File: config.mk
export PLATFORM = sky130hd
export DESIGN_NAME = regfile_wb_ctrl
export DESIGN_NICKNAME = d
export VERILOG_FILES = /design/src/rtl/regfile_wb_ctrl.sv
export SDC_FILE = /design/constraint.sdc
export NUM_CORES = 1
export LEC_CHECK = 0
export CELL_PAD_IN_SITES_DETAIL_PLACEMENT = 0
export CELL_PAD_IN_SITES_GLOBAL_PLACEMENT = 2
export CORE_UTILIZATION = 37
export CTS_BUF_LIST = sky130_fd_sc_hd__clkbuf_4
export CTS_CLUSTER_DIAMETER = 150
export CTS_CLUSTER_SIZE = 10
export DETAILED_ROUTE_END_ITERATION = 12
export GPL_ROUTABILITY_DRIVEN = 1
export PLACE_DENSITY_LB_ADDON = 0.1
export REMOVE_ABC_BUFFERS = 1
export SLEW_MARGIN = 30
export SYNTH_ARGS = -nofsm -noshare
export SYNTH_HDL_FRONTEND = slang
export SYNTH_SLANG_ARGS = --single-unit
export TNS_END_PERCENT = 30
File: constraint.sdc
create_clock -name clk -period 2.4 [get_ports clk]
set_input_delay 0.48 -clock clk [delete_from_list [all_inputs] [get_ports clk]]
set_output_delay 0.48 -clock clk [all_outputs]
set_load 0.02 [all_outputs]
File: src/rtl/regfile_wb_ctrl.sv
// Register-file write-port controller: merges pipeline writeback with a FIFO of
// long-latency returns, tracks pending destinations, and requests bubbles on starvation.
// Optional writeback trace enabled by defining WB_TRACE_EN.
module regfile_wb_ctrl #(
   parameter int unsigned DEPTH    = 4,
   parameter int unsigned MAX_WAIT = 8
) (
   input  logic        clk,
   input  logic        rst,
   input  logic        pipe_we,
   input  logic [4:0]  pipe_wr,
   input  logic [31:0] pipe_wd,
   input  logic        lu_valid,
   output logic        lu_ready,
   input  logic [4:0]  lu_wr,
   input  logic [31:0] lu_wd,
   input  logic        issue_valid,
   input  logic [4:0]  issue_wr,
   input  logic [4:0]  rs,
   input  logic [4:0]  rt,
   output logic        rs_busy,
   output logic        rt_busy,
   output logic [31:0] pend,
   output logic        wb_stall,
   output logic        rf_we,
   output logic [4:0]  rf_wr,
   output logic [31:0] rf_wd
);

   localparam int unsigned RW   = 5;
   localparam int unsigned DW   = 32;
   localparam int unsigned NREG = 32;
   localparam int unsigned AW   = $clog2(DEPTH);
   localparam int unsigned CW   = AW + 1;
   localparam int unsigned WW   = $clog2(MAX_WAIT) + 1;

   logic [RW-1:0]   mem_wr [DEPTH];
   logic [DW-1:0]   mem_wd [DEPTH];
   logic [AW-1:0]   wr_ptr;
   logic [AW-1:0]   rd_ptr;
   logic [CW-1:0]   count;
   logic [CW-1:0]   count_n;
   logic [WW-1:0]   wait_cnt;
   logic [WW-1:0]   wait_n;
   logic            stall_n;
   logic [NREG-1:0] pend_n;

   logic            full;
   logic            empty;
   logic            pipe_act;
   logic            push;
   logic            pop;
   logic            head_act;
   logic [RW-1:0]   head_wr;
   logic [DW-1:0]   head_wd;

   // FIFO status and handshake; reset forces the port quiet immediately
   always_comb begin
      full     = (count == CW'(DEPTH));
      empty    = (count == '0);
      head_wr  = mem_wr[rd_ptr];
      head_wd  = mem_wd[rd_ptr];
      pipe_act = pipe_we && (pipe_wr != '0);
      push     = !rst && lu_valid && !full;
      pop      = !rst && !empty && !pipe_act;
      head_act = pop && (head_wr != '0);
      lu_ready = !rst && !full;
   end

   // Write-port mux: pipeline has priority, otherwise the FIFO head drains
   always_comb begin
      rf_we = !rst && (pipe_act || head_act);
      rf_wr = head_wr;
      rf_wd = head_wd;
      if (pipe_act) begin
         rf_wr = pipe_wr;
         rf_wd = pipe_wd;
      end
   end

   always_comb begin
      rs_busy = pend[rs];
      rt_busy = pend[rt];
   end

   // Next-state for occupancy, scoreboard and starvation tracking
   always_comb begin
      count_n = count;
      unique case ({push, pop})
         2'b10:   count_n = count + CW'(1);
         2'b01:   count_n = count - CW'(1);
         default: count_n = count;
      endcase

      pend_n = pend;
      if (head_act)
         pend_n[head_wr] = 1'b0;
      if (issue_valid && (issue_wr != '0))
         pend_n[issue_wr] = 1'b1;
      pend_n[0] = 1'b0;

      wait_n = wait_cnt;
      if (empty || pop)
         wait_n = '0;
      else if (wait_cnt != WW'(MAX_WAIT - 1))
         wait_n = wait_cnt + WW'(1);

      stall_n = wb_stall;
      if (pop)
         stall_n = 1'b0;
      else if (!empty && (wait_cnt == WW'(MAX_WAIT - 1)))
         stall_n = 1'b1;
   end

   always_ff @(posedge clk or posedge rst) begin
      if (rst) begin
         wr_ptr   <= '0;
         rd_ptr   <= '0;
         count    <= '0;
         pend     <= '0;
         wait_cnt <= '0;
         wb_stall <= 1'b0;
      end else begin
         if (push)
            wr_ptr <= wr_ptr + AW'(1);
         if (pop)
            rd_ptr <= rd_ptr + AW'(1);
         count    <= count_n;
         pend     <= pend_n;
         wait_cnt <= wait_n;
         wb_stall <= stall_n;
      end
   end

   // Payload storage needs no reset; occupancy gates every read
   always_ff @(posedge clk) begin
      if (push) begin
         mem_wr[wr_ptr] <= lu_wr;
         mem_wd[wr_ptr] <= lu_wd;
      end
   end

`ifdef WB_TRACE_EN
   localparam int unsigned OW = $clog2(MAX_WAIT + 2);

   logic [OW-1:0] ovf_cnt;

   // Consecutive cycles a return was offered while the FIFO was full
   always_ff @(posedge clk or posedge rst) begin
      if (rst)
         ovf_cnt <= '0;
      else if (lu_valid && full) begin
         if (ovf_cnt != OW'(MAX_WAIT + 1))
            ovf_cnt <= ovf_cnt + OW'(1);
      end else
         ovf_cnt <= '0;
   end

   always_ff @(posedge clk) begin
      if (rf_we)
         $display("WB src=%s R[%0d]=%08X", pipe_act ? "P" : "L", rf_wr, rf_wd);
      if (!rst && lu_valid && full && (ovf_cnt == OW'(MAX_WAIT)))
         $display("WB overflow");
   end
`endif

endmodule

==> impl_metrics.tcl <==
set metrics [dict create \
    die_h_um 155 \
    synth-main-ff-cell "edfxtp_1" \
    fill_cells 1951 \
    switching_share_pct 36.9 \
    slowest_delay_ns 0.55 \
    antenna_found_initial 1 \
    slowest_stage "mux4_2" \
    synth_compound_area_share_pct 5.26 \
    finalHoldViolCount 0 \
    pwr-share-seq_pct 38.8 \
    syn2layout_area_growth_pct 36.0 \
    wl_per_cell_um 19.1 \
    start_util_pct 37.9 \
    ctsHoldBuffers 0 \
    intPower_w 0.00760 \
    synthXorXnorAreaFrac_pct 0.712 \
    row_count 55 \
    grt_max_degree 44 \
    drc 0 \
    post_synth_inst_count 604 \
    synth_top_family_by_area "multiplexers" \
    yosys.cell_types.count 49 \
    arrival_ns 2.24 \
    powerDensity_nw_per_um2 1030 \
    p_comb_share_pct 47.0 \
    grt_use_total_pct 19.5 \
    cts_max_level 4 \
    hp-class "reg -> reg" \
    dr.pass1.iters 5 \
    clockRootBuffer "clkbuf_4" \
    p_sw_w 0.00444 \
    required_ns 1.92 \
    setup_viol 43 \
    cts_tree "built" \
    finalNetCount 944 \
    outcome "finished with violations" \
    worst_setup_path_start_kind "flop" \
    vias 5889 \
    vdd_drop_max_mv 0.503 \
    dieArea_um2 23900 \
    grt_pass1_wl_um 35000 \
    drive_gt1_share_pct 29.6 \
    cts_made_buffers 17 \
    critPathMostFrequentCell "nand2_1" \
    slew_violations 0 \
    fmax_mhz 368 \
    grt_pass1_vias 6241 \
    async_flop_share_pct 22.5 \
    period_needed_ns 2.72 \
    fin_total_pwr_w 0.0120 \
    max_slew_margin_pct 58.4 \
    ys_ff_latch 191 \
    synth.area.mux_share_pct 13.9 \
    drtAntennaViolNets 0 \
    path_cells "buf_12, mux4_2, buf_4, buf_6, nand2_1, nand2_1, buf_2" \
    maxCapViolCount 0 \
    skew_ns 0.0205 \
    layout_setup_ws_ns -0.315 \
    crit_path_end_kind "output pin" \
    netlist_area_um2 8620 \
    viasPerCell 5.16 \
    core_area_um2 22700 \
    final_common_cell "edfxtp_1" \
    clk_pin_slew_ns 0.17 \
    leakagePower_nw 4.37 \
    die_w_um 155 \
    drt-total-wl_um 21800 \
    drtIter0Drc 284 \
    violations "negative setup slack" \
    cts_buffer_depth 2 \
    gp_congestion 0.824 \
    clk_latency_ns 0.56 \
    ios 168 \
    crit_fanout 9 \
    yosysWarningCount 0 \
    synth-edff-count 148 \
    worst-setup-path-type "reg -> out" \
    setup_tns_ns -9.16 \
    postSynthAreaPerCell_um2 14.3 \
    synth-adder-area-share_pct 1.10 \
    cts_num_sinks 191 \
    final_cell_mix "148 x edfxtp_1, 119 x clkdlybuf4s50_1, 91 x nand2_1" \
    io_buffer_count 166 \
    worst_pin_slew_ns 0.624 \
    rsz0062_at_grt "true" \
    yosysSeqAreaShare_pct 64.1 \
    pwr-share-clk_pct 14.2 \
    synth-simple-area-share_pct 12.9 \
    gr-total-overflow 0 \
    detailed_place_hpwl_um 14800 \
    period_share_pct 113 \
]
## repair_timing
item,4_1_cts,5_1_grt
gates cloned,4,0
buffers inserted,14,7
pin swaps,24,13
endpoints found under the setup margin,42,44
gates resized for setup,213,42
## power by group through the flow
| stage | clock [W] | combinational [W] | sequential [W] |
|---|---|---|---|
| 4_1_cts | 0.00178 | 0.00560 | 0.00468 |
| 6_report | 0.00171 | 0.00565 | 0.00467 |
| 3_5_place_dp | 0 | 0.00523 | 0.00479 |
| 5_1_grt | 0.00190 | 0.00608 | 0.00477 |
| 3_3_place_gp | 0 | 0.00520 | 0.00474 |
| 2_1_floorplan | 0 | 0.00239 | 0.00515 |
## final timing paths
path	from	endpoint	slack [ns]	cells past startpoint
max	rd_ptr[0]	rf_wr[4]	-0.32	7
min	wb_stall	wb_stall	0.51	1
max reg2reg	rd_ptr[0]	pend[9]	0.09	7
min reg2reg	wb_stall	wb_stall	0.51	1
max in group asynchronous	rst	rd_ptr[1]	1.36	4
min in group asynchronous	rst	wb_stall	0.60	4
## sequential cells by signal, indices dropped and copies added, names as in the netlist
register  cells
mem_wr       20
rd_ptr        2
count         3
wb_stall      1
pend         31
wr_ptr        2
wait_cnt      4
mem_wd      128
## per-stage QoR
step | worst slack, ns | util (%) | hold slack, ns | cell area, µm² | instances
final | -0.315 | 51.6 | 0.513 | 11700 | 1142
after global routing | -0.485 | 51.6 | 0.455 | 11700 | 1142
after CTS | -0.438 | 51.0 | 0.465 | 11600 | 1136
after detailed placement | -0.808 | 48.8 | 0.476 | 11100 | 1086
after global placement | -0.751 | 48.8 | 0.476 | 11100 | 1086
after floorplan | -1.14 | - | 0.465 | 8480 | 571
## worst max-delay path: cells and delay by family, from the launching register on
kind	cells	cell delay, ns
flops	1	0.43
mux	1	0.55
buf+inv	4	0.57
simple gates	2	0.13
## cells by family after synthesis
logic type,count (synthesis)
simple gates,233
other cells,1
compound gates,66
xor+xnor,7
flops,191
fa+ha+maj,7
buf+inv,43
mux,56
## cell usage after synthesis, types with 4 or more instances
cell type,number,share of area (%)
a21oi_1,17,0.99
a31oi_1,10,0.73
and3_1,5,0.36
buf_2,5,0.29
clkbuf_1,24,1.0
dfrtp_1,43,12
edfxtp_1,148,52
ha_1,6,0.87
inv_1,10,0.44
mux2i_1,4,0.46
mux4_2,51,13
nand2_1,110,4.8
nand2b_1,6,0.44
nand3_1,10,0.58
nand3b_1,11,0.96
nand4_1,8,0.58
nand4b_1,4,0.41
nor2_1,45,2.0
nor2b_1,4,0.29
nor3_1,10,0.58
nor3b_1,4,0.35
o211ai_1,4,0.35
o21ai_0,12,0.70
o22a_1,6,0.61
o2bb2ai_1,4,0.41
o32a_1,7,0.81
xnor2_1,5,0.51
## layout make-up
| type | count | area (µm²) | area share, % |
|---|---|---|---|
| Timing Repair Buffer | 253 | 2480 | 21.1 |
| Multi-Input combinational cell | 370 | 3020 | 25.8 |
| Antenna cell | 1 | 2.50 | 0.0214 |
| Tap cell | 285 | 357 | 3.04 |
| Inverter | 10 | 42.5 | 0.363 |
| Sequential cell | 191 | 5520 | 47.1 |
| Clock inverter | 15 | 168 | 1.43 |
| Clock buffer | 17 | 128 | 1.09 |
## metal layers
| layer | vias up | global-route usage, % | routed length [µm] |
|---|---|---|---|
| li1 | 2800 | - | - |
| met3 | 26 | 4.15 | 1130 |
| met5 | - | 0 | 0 |
| met2 | 174 | 34.8 | 11400 |
| met1 | 2889 | 23.4 | 8870 |
| met4 | 0 | 6.41 | 445 |
(Power assumes the default switching activity.)
==> RTL change: new RTL, config.mk and constraints unchanged <==
Change the parameter `DEPTH` from 4 to 2.
--- a/src/rtl/regfile_wb_ctrl.sv
+++ b/src/rtl/regfile_wb_ctrl.sv
@@ -2,7 +2,7 @@
 // long-latency returns, tracks pending destinations, and requests bubbles on starvation.
 // Optional writeback trace enabled by defining WB_TRACE_EN.
 module regfile_wb_ctrl #(
-   parameter int unsigned DEPTH    = 4,
+   parameter int unsigned DEPTH    = 2,
    parameter int unsigned MAX_WAIT = 8
 ) (
    input  logic        clk,
Formal check against the unedited RTL: not equivalent (Yosys sat finds a counterexample within 4 cycles, from zero or initial values and one cycle with rst high).
==> RTL change against the original RTL <==
The flow still finishes with violations (setup timing). Synthesized area decreased by 36%. Sequential power fell by 36%. Sequential cell count is 77 lower. Combinational power is 36% lower. Non-clock buffer count down 23. Routed wire length shrank 26%. Total power down 33%. Final area decreased by 27%. Clock skew is 0.0091 ns lower. Clock power shrank 12%. Die area decreased by 35%. Worst setup slack better by 0.18 ns.
==> RTL change: results (changes against the original RTL) <==
Detailed routing
  – DR WL met3: 796 µm (was 1.133 mm)
  – Initial DRC Count: 174 (was 284)
  – Vias: 4710 (was 5889)
  – Post-Route WL: 16.06 mm (was 21.82 mm)

Power and ir drop
  – Clock net power: 1.51 mW (was 1.71 mW)
  – P_comb: 3.59 mW (was 5.65 mW)
  – Total Power: 8.088 mW (was 12.04 mW)
  – Worst vdd ir: 439.6 µV (was 502.7 µV)

Clock tree
  – # Post-CTS Setup Buffers: 4 (was 14)
  – Skew-Pair Late Insertion Delay: 0.53 ns (was 0.56 ns)
  – Post-CTS sizing: 298 (was 213)

Synth
  – EDFF count, synth: 74 (was 148)
  – XOR/XNOR Fraction of Synth Area: 0.9492% (was 0.7116%)

Status
  – Failing checks: setup timing (unchanged)
  – Status: complete, but fails checks (unchanged)

STA
  – PnR worst setup slack: -0.1315 ns (was -0.3154 ns)
  – Final Setup Violations: 29 (was 43)

Placement
  – Dpl ws: -0.8653 ns (was -0.8079 ns)
  – Inst Count DP: 830 (was 1086)

Global routing
  – M2 GR Usage: 37.11% (was 34.80%)
  – GR met1 Demand/Resource: 24.50% (was 23.41%)
  – Largest net degree at the start of global routing: 41 (was 44)

Critical path
  – Crit path max fanout: 3 (was 9)

Final layout
  – Post-route insts no fill: 880 (was 1142)
  – Largest regs: mem_wd: 64 flops, pend: 31 flops, mem_wr: 10 flops (was mem_wd: 128 flops, pend: 31 flops, mem_wr: 20 flops)

Hold path
  – Worst hold path type: in2reg (was reg2reg)
  – Hold EP: mem_wd[0][20]$_DFFE_PP_ (was wb_stall$_DFFE_PP0P_)
-- RTL change: worst max-delay path by stage --
| stage | depth (start not counted) | endpoint | from | slack, ns |
|---|---|---|---|---|
| finish | 6 | rt_busy | pend[7]$_DFF_PP0_ | -0.13 |
| global route | 6 | rt_busy | pend[7]$_DFF_PP0_ | -0.22 |
| CTS | 6 | rf_we | rd_ptr$_DFFE_PP0P_ | -0.24 |
| detailed placement | 6 | rf_wd[26] | pipe_wr[3] | -0.87 |
| global placement | 6 | rf_wd[24] | pipe_wr[3] | -0.79 |
| floorplan | 3 | rf_wd[0] | pipe_wr[0] | -0.86 |
-- RTL change: cell type report --
class / instances / area (µm²) / share of cell area, %
timing repair buffer: 230 / 2326 / 27.30
clock inverter: 15 / 186.4 / 2.188
inverter: 8 / 30.03 / 0.3525
multi-input combinational: 312 / 2394 / 28.10
tap: 184 / 230.2 / 2.702
sequential: 114 / 3226 / 37.86
clock buffer: 17 / 127.6 / 1.498
